## config.mk

```make
export PLATFORM = sky130hd
export DESIGN_NAME = regfile
export DESIGN_NICKNAME = d
export VERILOG_FILES = /design/src/rtl/regfile.sv
export SDC_FILE = /design/constraint.sdc
export NUM_CORES = 2
export LEC_CHECK = 0
export ABC_CLOCK_PERIOD_IN_PS = 2400
export CELL_PAD_IN_SITES_DETAIL_PLACEMENT = 2
export CELL_PAD_IN_SITES_GLOBAL_PLACEMENT = 2
export CORE_UTILIZATION = 35
export DETAILED_ROUTE_END_ITERATION = 7
export DONT_BUFFER_PORTS = 1
export GPL_TIMING_DRIVEN = 1
export HOLD_SLACK_MARGIN = 0.06
export PLACE_DENSITY_LB_ADDON = 0.1
export SLEW_MARGIN = 30
export SYNTH_ARGS = -nofsm -noshare
export SYNTH_HDL_FRONTEND = slang
export SYNTH_SLANG_ARGS = --single-unit
```

## constraint.sdc

```tcl
create_clock -name clk -period 2.4 [get_ports clk]
set_input_delay 0 -clock clk [delete_from_list [all_inputs] [get_ports clk]]
set_output_delay 0 -clock clk [all_outputs]
set_load 0.005 [all_outputs]
```

## src/rtl/regfile.sv

```systemverilog
// ----------------------------------------------------------------------------
// regfile
// Architectural integer register file that sits between the WB and ID stages.
// x1..x(NREGS-1) are physical registers. x0 has no storage and always reads
// zero. There is one clocked writeback port and two combinational operand read
// ports with same-cycle write-through bypass. A third combinational debug
// port returns the raw stored contents with no bypass.
//
// Ports
//   clk          : single clock; storage updates on the rising edge
//   rst_n        : asynchronous active-low reset; clears storage and forces
//                  every read output to zero while low
//   wb_RegWrite  : writeback enable from WB
//   wb_rd_addr   : writeback destination register
//   wb_rd_data   : writeback value
//   rs1_addr     : ID read port 1 address
//   rs1_data     : ID read port 1 data (combinational, bypassed)
//   rs2_addr     : ID read port 2 address
//   rs2_data     : ID read port 2 data (combinational, bypassed)
//   dbg_addr     : debug read address
//   dbg_data     : raw stored contents of dbg_addr (combinational, no bypass)
// ----------------------------------------------------------------------------
module regfile #(
   parameter int XLEN  = 32,
   parameter int NREGS = 32,
   localparam int AW   = $clog2(NREGS)
) (
   input  logic            clk,
   input  logic            rst_n,
   input  logic            wb_RegWrite,
   input  logic [AW-1:0]   wb_rd_addr,
   input  logic [XLEN-1:0] wb_rd_data,
   input  logic [AW-1:0]   rs1_addr,
   output logic [XLEN-1:0] rs1_data,
   input  logic [AW-1:0]   rs2_addr,
   output logic [XLEN-1:0] rs2_data,
   input  logic [AW-1:0]   dbg_addr,
   output logic [XLEN-1:0] dbg_data
);

   // Physical storage. Index 0 does not exist, so x0 cannot hold a value.
   logic [XLEN-1:0] r_regs [1:NREGS-1];

   // One-hot write enables. Decoding the enable per register avoids any
   // variable index into the array, which has no entry for x0.
   logic [NREGS-1:1] w_we;

   // Stored (un-bypassed) values selected by each read address.
   logic [XLEN-1:0]  w_rs1_stored;
   logic [XLEN-1:0]  w_rs2_stored;
   logic [XLEN-1:0]  w_dbg_stored;

   // Same-cycle bypass hits on the operand ports.
   logic             w_rs1_hit;
   logic             w_rs2_hit;

   // Write-enable decode. A writeback to x0 matches no entry and is discarded.
   always_comb begin
      w_we = '0;
      for (int i = 1; i < NREGS; i++) begin
         if (wb_RegWrite && (wb_rd_addr == AW'(i))) begin
            w_we[i] = 1'b1;
         end else begin
            w_we[i] = 1'b0;
         end
      end
   end

   // Storage update. Reset clears all registers at once; otherwise only the
   // enabled register loads and every other register holds.
   always_ff @(posedge clk or negedge rst_n) begin
      if (!rst_n) begin
         for (int i = 1; i < NREGS; i++) begin
            r_regs[i] <= {XLEN{1'b0}};
         end
      end else begin
         for (int i = 1; i < NREGS; i++) begin
            if (w_we[i]) begin
               r_regs[i] <= wb_rd_data;
            end else begin
               r_regs[i] <= r_regs[i];
            end
         end
      end
   end

   // Stored-value read muxes. Address 0 matches no entry and yields zero.
   always_comb begin
      w_rs1_stored = {XLEN{1'b0}};
      w_rs2_stored = {XLEN{1'b0}};
      w_dbg_stored = {XLEN{1'b0}};
      for (int i = 1; i < NREGS; i++) begin
         if (rs1_addr == AW'(i)) begin
            w_rs1_stored = r_regs[i];
         end else begin
            w_rs1_stored = w_rs1_stored;
         end
         if (rs2_addr == AW'(i)) begin
            w_rs2_stored = r_regs[i];
         end else begin
            w_rs2_stored = w_rs2_stored;
         end
         if (dbg_addr == AW'(i)) begin
            w_dbg_stored = r_regs[i];
         end else begin
            w_dbg_stored = w_dbg_stored;
         end
      end
   end

   // Bypass detection. A pending write to x0 never bypasses, because the
   // address-0 check below takes priority over the hit.
   always_comb begin
      w_rs1_hit = wb_RegWrite && (wb_rd_addr == rs1_addr);
      w_rs2_hit = wb_RegWrite && (wb_rd_addr == rs2_addr);
   end

   // Operand read port 1. Priority: reset, x0, bypass, stored value.
   always_comb begin
      rs1_data = {XLEN{1'b0}};
      if (!rst_n) begin
         rs1_data = {XLEN{1'b0}};
      end else if (rs1_addr == {AW{1'b0}}) begin
         rs1_data = {XLEN{1'b0}};
      end else if (w_rs1_hit) begin
         rs1_data = wb_rd_data;
      end else begin
         rs1_data = w_rs1_stored;
      end
   end

   // Operand read port 2. Identical to port 1 and independent of it.
   always_comb begin
      rs2_data = {XLEN{1'b0}};
      if (!rst_n) begin
         rs2_data = {XLEN{1'b0}};
      end else if (rs2_addr == {AW{1'b0}}) begin
         rs2_data = {XLEN{1'b0}};
      end else if (w_rs2_hit) begin
         rs2_data = wb_rd_data;
      end else begin
         rs2_data = w_rs2_stored;
      end
   end

   // Debug port. It shows only committed state, so a write becomes visible
   // here one edge later than on the operand ports.
   always_comb begin
      dbg_data = {XLEN{1'b0}};
      if (!rst_n) begin
         dbg_data = {XLEN{1'b0}};
      end else if (dbg_addr == {AW{1'b0}}) begin
         dbg_data = {XLEN{1'b0}};
      end else begin
         dbg_data = w_dbg_stored;
      end
   end

endmodule
```

==> results of run 1 <==
==> layer usage <==
| metal | global-route usage [%] | GRT overflow |
|---|---|---|
| met1 | 87.5 | 4 |
| met5 | 57.0 | 0 |
| met2 | 92.8 | 50 |
| met3 | 75.7 | 5 |
| met4 | 78.7 | 48 |
==> cell usage after synthesis (all sizes together) (46+ instances only) <==
library cell / number
mux2i: 64
nor2: 347
o21ai: 337
o221ai: 55
nand4: 84
a21oi: 355
a211oi: 48
buf: 367
a221oi: 129
o22ai: 97
o211ai: 46
a22o: 103
mux2: 1054
a31oi: 50
nand3: 121
a22oi: 597
a222oi: 55
clkbuf: 247
nand2: 404
dfrtp: 992
nor3: 102
==> what timing repair did <==
item | in CTS
hold endpoints to repair | 1778
endpoints found under the setup margin | 96
hold buffers | 125
resized for setup | 834
gates cloned | 12
setup buffers | 126
pin swaps | 364
==> cell families after synthesis <==
group / Yosys count
flops: 992
mux: 1121
simple gates: 1328
compound gates: 2138
xor+xnor: 10
buf+inv: 646
==> through the flow <==
stage | hold WS, ns | instance area, um^2 | cells | worst slack (ns) | TNS [ns]
floorplan | -0.296 | 62000 | 6235 | 0.564 | 0
global placement | -0.295 | 78100 | 9559 | -2.18 | -192.66
detailed placement | -0.295 | 78200 | 9562 | -2.02 | -129.01
CTS | 0.0669 | 89100 | 10016 | -0.824 | -36.08
==> results.cfg, run 1 <==
[status]
run_status = stopped before the end
stop_stage = 5_1_grt
error_line = [ERROR GRT-0232] Routing congestion too high. Check the congestion heatmap in the GUI.

[synthesis]
synth_area_um2 = 62000
yosys_warnings = 0
yosysTopAreaCell = dfrtp_1
synth-seq-cells = 992
syn-mean-instance-area_um2 = 9.94
ys_seq_area_share_pct = 40.1
synth_ff_type = dfrtp_1
synth_top_area_share_pct = 40.1
synth.net_count = 6290
synth_area_leaders = dfrtp_1, mux2_2, a22oi_1, a21oi_1, o21ai_0
synthArstFlopShare_pct = 100
ys_types = 103
post_synth_xor_area_fraction_pct = 0.141
synth_top_family_by_area = compound AO/OA/AOI/OAI gates
synthCells = 6235
synth_mux_area_share_pct = 20.3
synth-adder-area-share_pct = 0
synth-simple-area-share_pct = 10.5
synth_compound_area_share_pct = 24.2
synth-edff-count = 0

[floorplanning]
die_w_um = 423
fp-row-count = 154
initial_core_util_pct = 35.2
die_y_um = 423
ios = 151

[cts]
cts_buffer_depth = 3
clock_sinks = 992
numCtsBuffers = 131
root_buffer = clkbuf_16
htreeDepth = 4

[timing]
worst-ep-kind = output port
grt_repair_worst_endpoint = rs1_data[31]

[global_route]
grt_use_total_pct = 84.4
grt_overflow_total = 107
grt_max_degree = 164
antenna_found_initial = 159

[place]
gp_congestion = 1.16
dp_hpwl_mm = 462
portBuffers = 0
==> inputs of run 2 (changes only) <==
- CELL_PAD_IN_SITES_DETAIL_PLACEMENT: 2 -> unset
- CELL_PAD_IN_SITES_GLOBAL_PLACEMENT: 2 -> unset
- CORE_UTILIZATION: 35 -> 20
- HOLD_SLACK_MARGIN: 0.06 -> unset
- PLACE_DENSITY_LB_ADDON: 0.1 -> 0.15
==> run 2 against run 1 <==
  * The flow now finishes, with violations (design-rule violations, negative hold slack, negative setup slack)
  * Area after synthesis stayed put
  * Synthesized cell count stayed put
==> results.cfg, run 2 <==
[cells_and_area]
finalNonFillerCells = 12143
reg_top3 = r_regs: 992 flops
final_common_cell = buf_4
synthToLayoutAreaGrowth_pct = 54.6
regMostFlops = r_regs
fillers = 31895
final_cell_mix = buf_4, mux2_2, dfrtp_1, a22oi_1, nand2_1
fin_nets = 7886
drive_gt1_share_pct = 52.1
largest_register_ffs = 992

[synthesis]
yosys_warnings = 0
yosys-top-cells-count = mux2_2, dfrtp_1, a22oi_1
ys_types = 103
synth-seq-cells = 992
synth_ff_type = dfrtp_1
synth_area_leaders = dfrtp_1, mux2_2, a22oi_1, a21oi_1, o21ai_0
yosysTopAreaCell = dfrtp_1
synthCells = 6235
synth.net_count = 6290
synth_top_area_share_pct = 40.1
syn-mean-instance-area_um2 = 9.94
synth_area_um2 = 62000
synth-edff-count = 0
synthArstFlopShare_pct = 100
synth_most_common_cell = mux2_2
ys_seq_area_share_pct = 40.1

[floorplanning]
initial_core_util_pct = 20.1
fp-row-count = 204
die_y_um = 559
ios = 151
core_area_um2 = 309000
die_w_um = 559
die_area_um2 = 312000

[global_route]
gr-usage-met1_pct = 58.1
grt-busiest-layer = met2
grt_max_degree = 160
grt_pass1_vias = 70749
grt_first_pass_wirelength_mm = 886
grt_use_total_pct = 44.9
antenna_found_initial = 156
grt_util_met2_pct = 59.6
grt_overflow_total = 0
grt.met3_usage_pct = 19.7

[timing]
finClkSkew_ns = 0
final-setup-viol-count = 96
setup_ws_ns = -0.996
drv_slew = 0
rsz0062_at_grt = yes
fin_crit_ns = 3.40
whs_ns = -0.00828
worst_slew_pin_slew_ns = 1.04
fmax_mhz = 294
hold_violations = 2
layout_worst_path_cycle_share_pct = 141
max_slew_margin_pct = 30.6

[setup_path]
crit_path_cell_trace = and3_4 > a2111oi_4 > buf_4 > nand4_1 > o221a_4 > o21ai_2 > buf_6 > a21oi_4 > buf_6
critPathCaptureType = output pin
cp_max_fo = 2
critical_path.startpoint_type = register
cp.required_ns = 2.40
slowest_stage = a2111oi_4
path_common_cell = buf_6
slowest_delay_ns = 0.51
crit_type = reg -> out
worstPathArrival_ns = 3.40

[cts]
clock_sinks = 992
htreeDepth = 4
insertion_delay_ns = 0.89
cts_tree = built
root_buffer = clkbuf_16
clk_pin_slew_ns = 0.05
numCtsBuffers = 142
cts_buffer_depth = 4

[pwr]
comb_power_share_pct = 28.4
p_leak_uw = 0.0397
p_int_uw = 41500
peakVddDrop_uv = 534
seqPwrFrac_pct = 38.5
p_switching_uw = 26800
power.density_nw_per_um2 = 714
netSwitchingFraction_pct = 39.3
clockPowerShare_pct = 33.1

[place]
placed_cells = 11611
dp_hpwl_mm = 530
portBuffers = 0
dpl_worst_slack_ns = -0.785
gp_congestion = 1.11

[min_path]
hold_class = in -> reg

[detailed_routing]
vias = 78423
vias_per_cell = 6.46
wire_per_inst_um = 59.5
drt_first_iter_violations = 15088
routed_wl_mm = 723
drt_first_pass_iters = 8
detail-route-antenna-nets = 0
drc_errors = 15

[status]
run_status = finished with violations
violations = design-rule violations, negative hold slack, negative setup slack

[run]
cap_violations = 0
-- run 2: cell counts after synthesis --
Identical to the previous run, type by type.
-- run 2: final timing paths --
path,end,depth (start not counted),slack [ns],from
setup / recovery,dbg_data[11],9,-1.0,r_regs[843]$_DFFE_PN0P_
hold reg to reg,r_regs[903]$_DFFE_PN0P_,1,0.56,r_regs[903]$_DFFE_PN0P_
hold / removal,r_regs[970]$_DFFE_PN0P_,5,-0.008,wb_rd_addr[0]
setup reg to reg,r_regs[213]$_DFFE_PN0P_,4,0.62,r_regs[213]$_DFFE_PN0P_
max in group asynchronous,r_regs[42]$_DFFE_PN0P_,10,0.43,rst_n
min in group asynchronous,r_regs[762]$_DFFE_PN0P_,7,0.30,rst_n
-- run 2: cells by family (layout without fill, tap and decap cells) --
logic type	after synthesis	in the layout	share of synthesized area, %
flip-flops	992	992	40.1
AO/OA/AOI/OAI	2138	2138	24.2
other	0	90	0
buffers and inverters	646	2344	4.75
AND/OR/NAND/NOR	1328	1328	10.5
XOR/XNOR	10	10	0.141
multiplexers	1121	1121	20.3
-- run 2: metal layers --
layer,part of all wire [%],wire length (um)
met3,14,98000
met2,38,276000
met5,0.12,888
met4,7.9,57300
met1,40,291000
-- run 2: cell type report --
type	instances	area, um^2	area share [%]
multi-input cells	4597	39500	41.2
flip-flops and latches	992	25000	26.1
repair buffers	2066	21200	22.1
well taps	4120	5150	5.38
clock buffers	197	3980	4.16
clock inverters	49	671	0.700
diodes	90	225	0.235
inverters	32	120	0.125
-- run 2: power groups by stage --
stage / clock network (uW) / registers, uW / logic [uW]
2_1_floorplan: 0 / 22700 / 6210
3_3_place_gp: 0 / 25900 / 15000
3_5_place_dp: 0 / 25900 / 15100
4_1_cts: 22800 / 25700 / 17800
5_1_grt: 23300 / 26100 / 19400
6_report: 22600 / 26300 / 19500
-- run 2: repair_timing --
item | 4_1_cts | 5_1_grt
endpoints found under the setup margin | 96 | 198
setup buffers | 83 | 45
pin swaps | 384 | 245
hold buffers | 118 | 15
cloned | 0 | 4
hold endpoints to repair | 1439 | 283
resized for setup | 903 | 221
-- run 2: critical path, delay by kind of cell (launching register included) --
family                 cells  cell delay (ns)
AO/OA/AOI/OAI              4             1.13
AND/OR/NAND/NOR            2             0.48
buffers and inverters      3             0.48
flip-flops                 1             0.39
-- run 2: per-stage QoR --
step | utilization (%) | hold slack [ns] | cell area (um^2) | power [uW] | setup TNS, ns
5_1_grt | 31.0 | 0.0315 | 95600 | 68900 | -48.18
4_1_cts | 30.4 | -0.906 | 93900 | 66400 | -44.50
3_5_place_dp | 27.0 | -0.271 | 83200 | 41100 | -36.76
6_report | 31.0 | -0.00828 | 95800 | 68400 | -51.77
3_3_place_gp | 26.9 | -0.272 | 83000 | 40900 | -48.20
2_1_floorplan | - | -0.296 | 62000 | 28900 | 0
(Power assumes the default switching activity.)
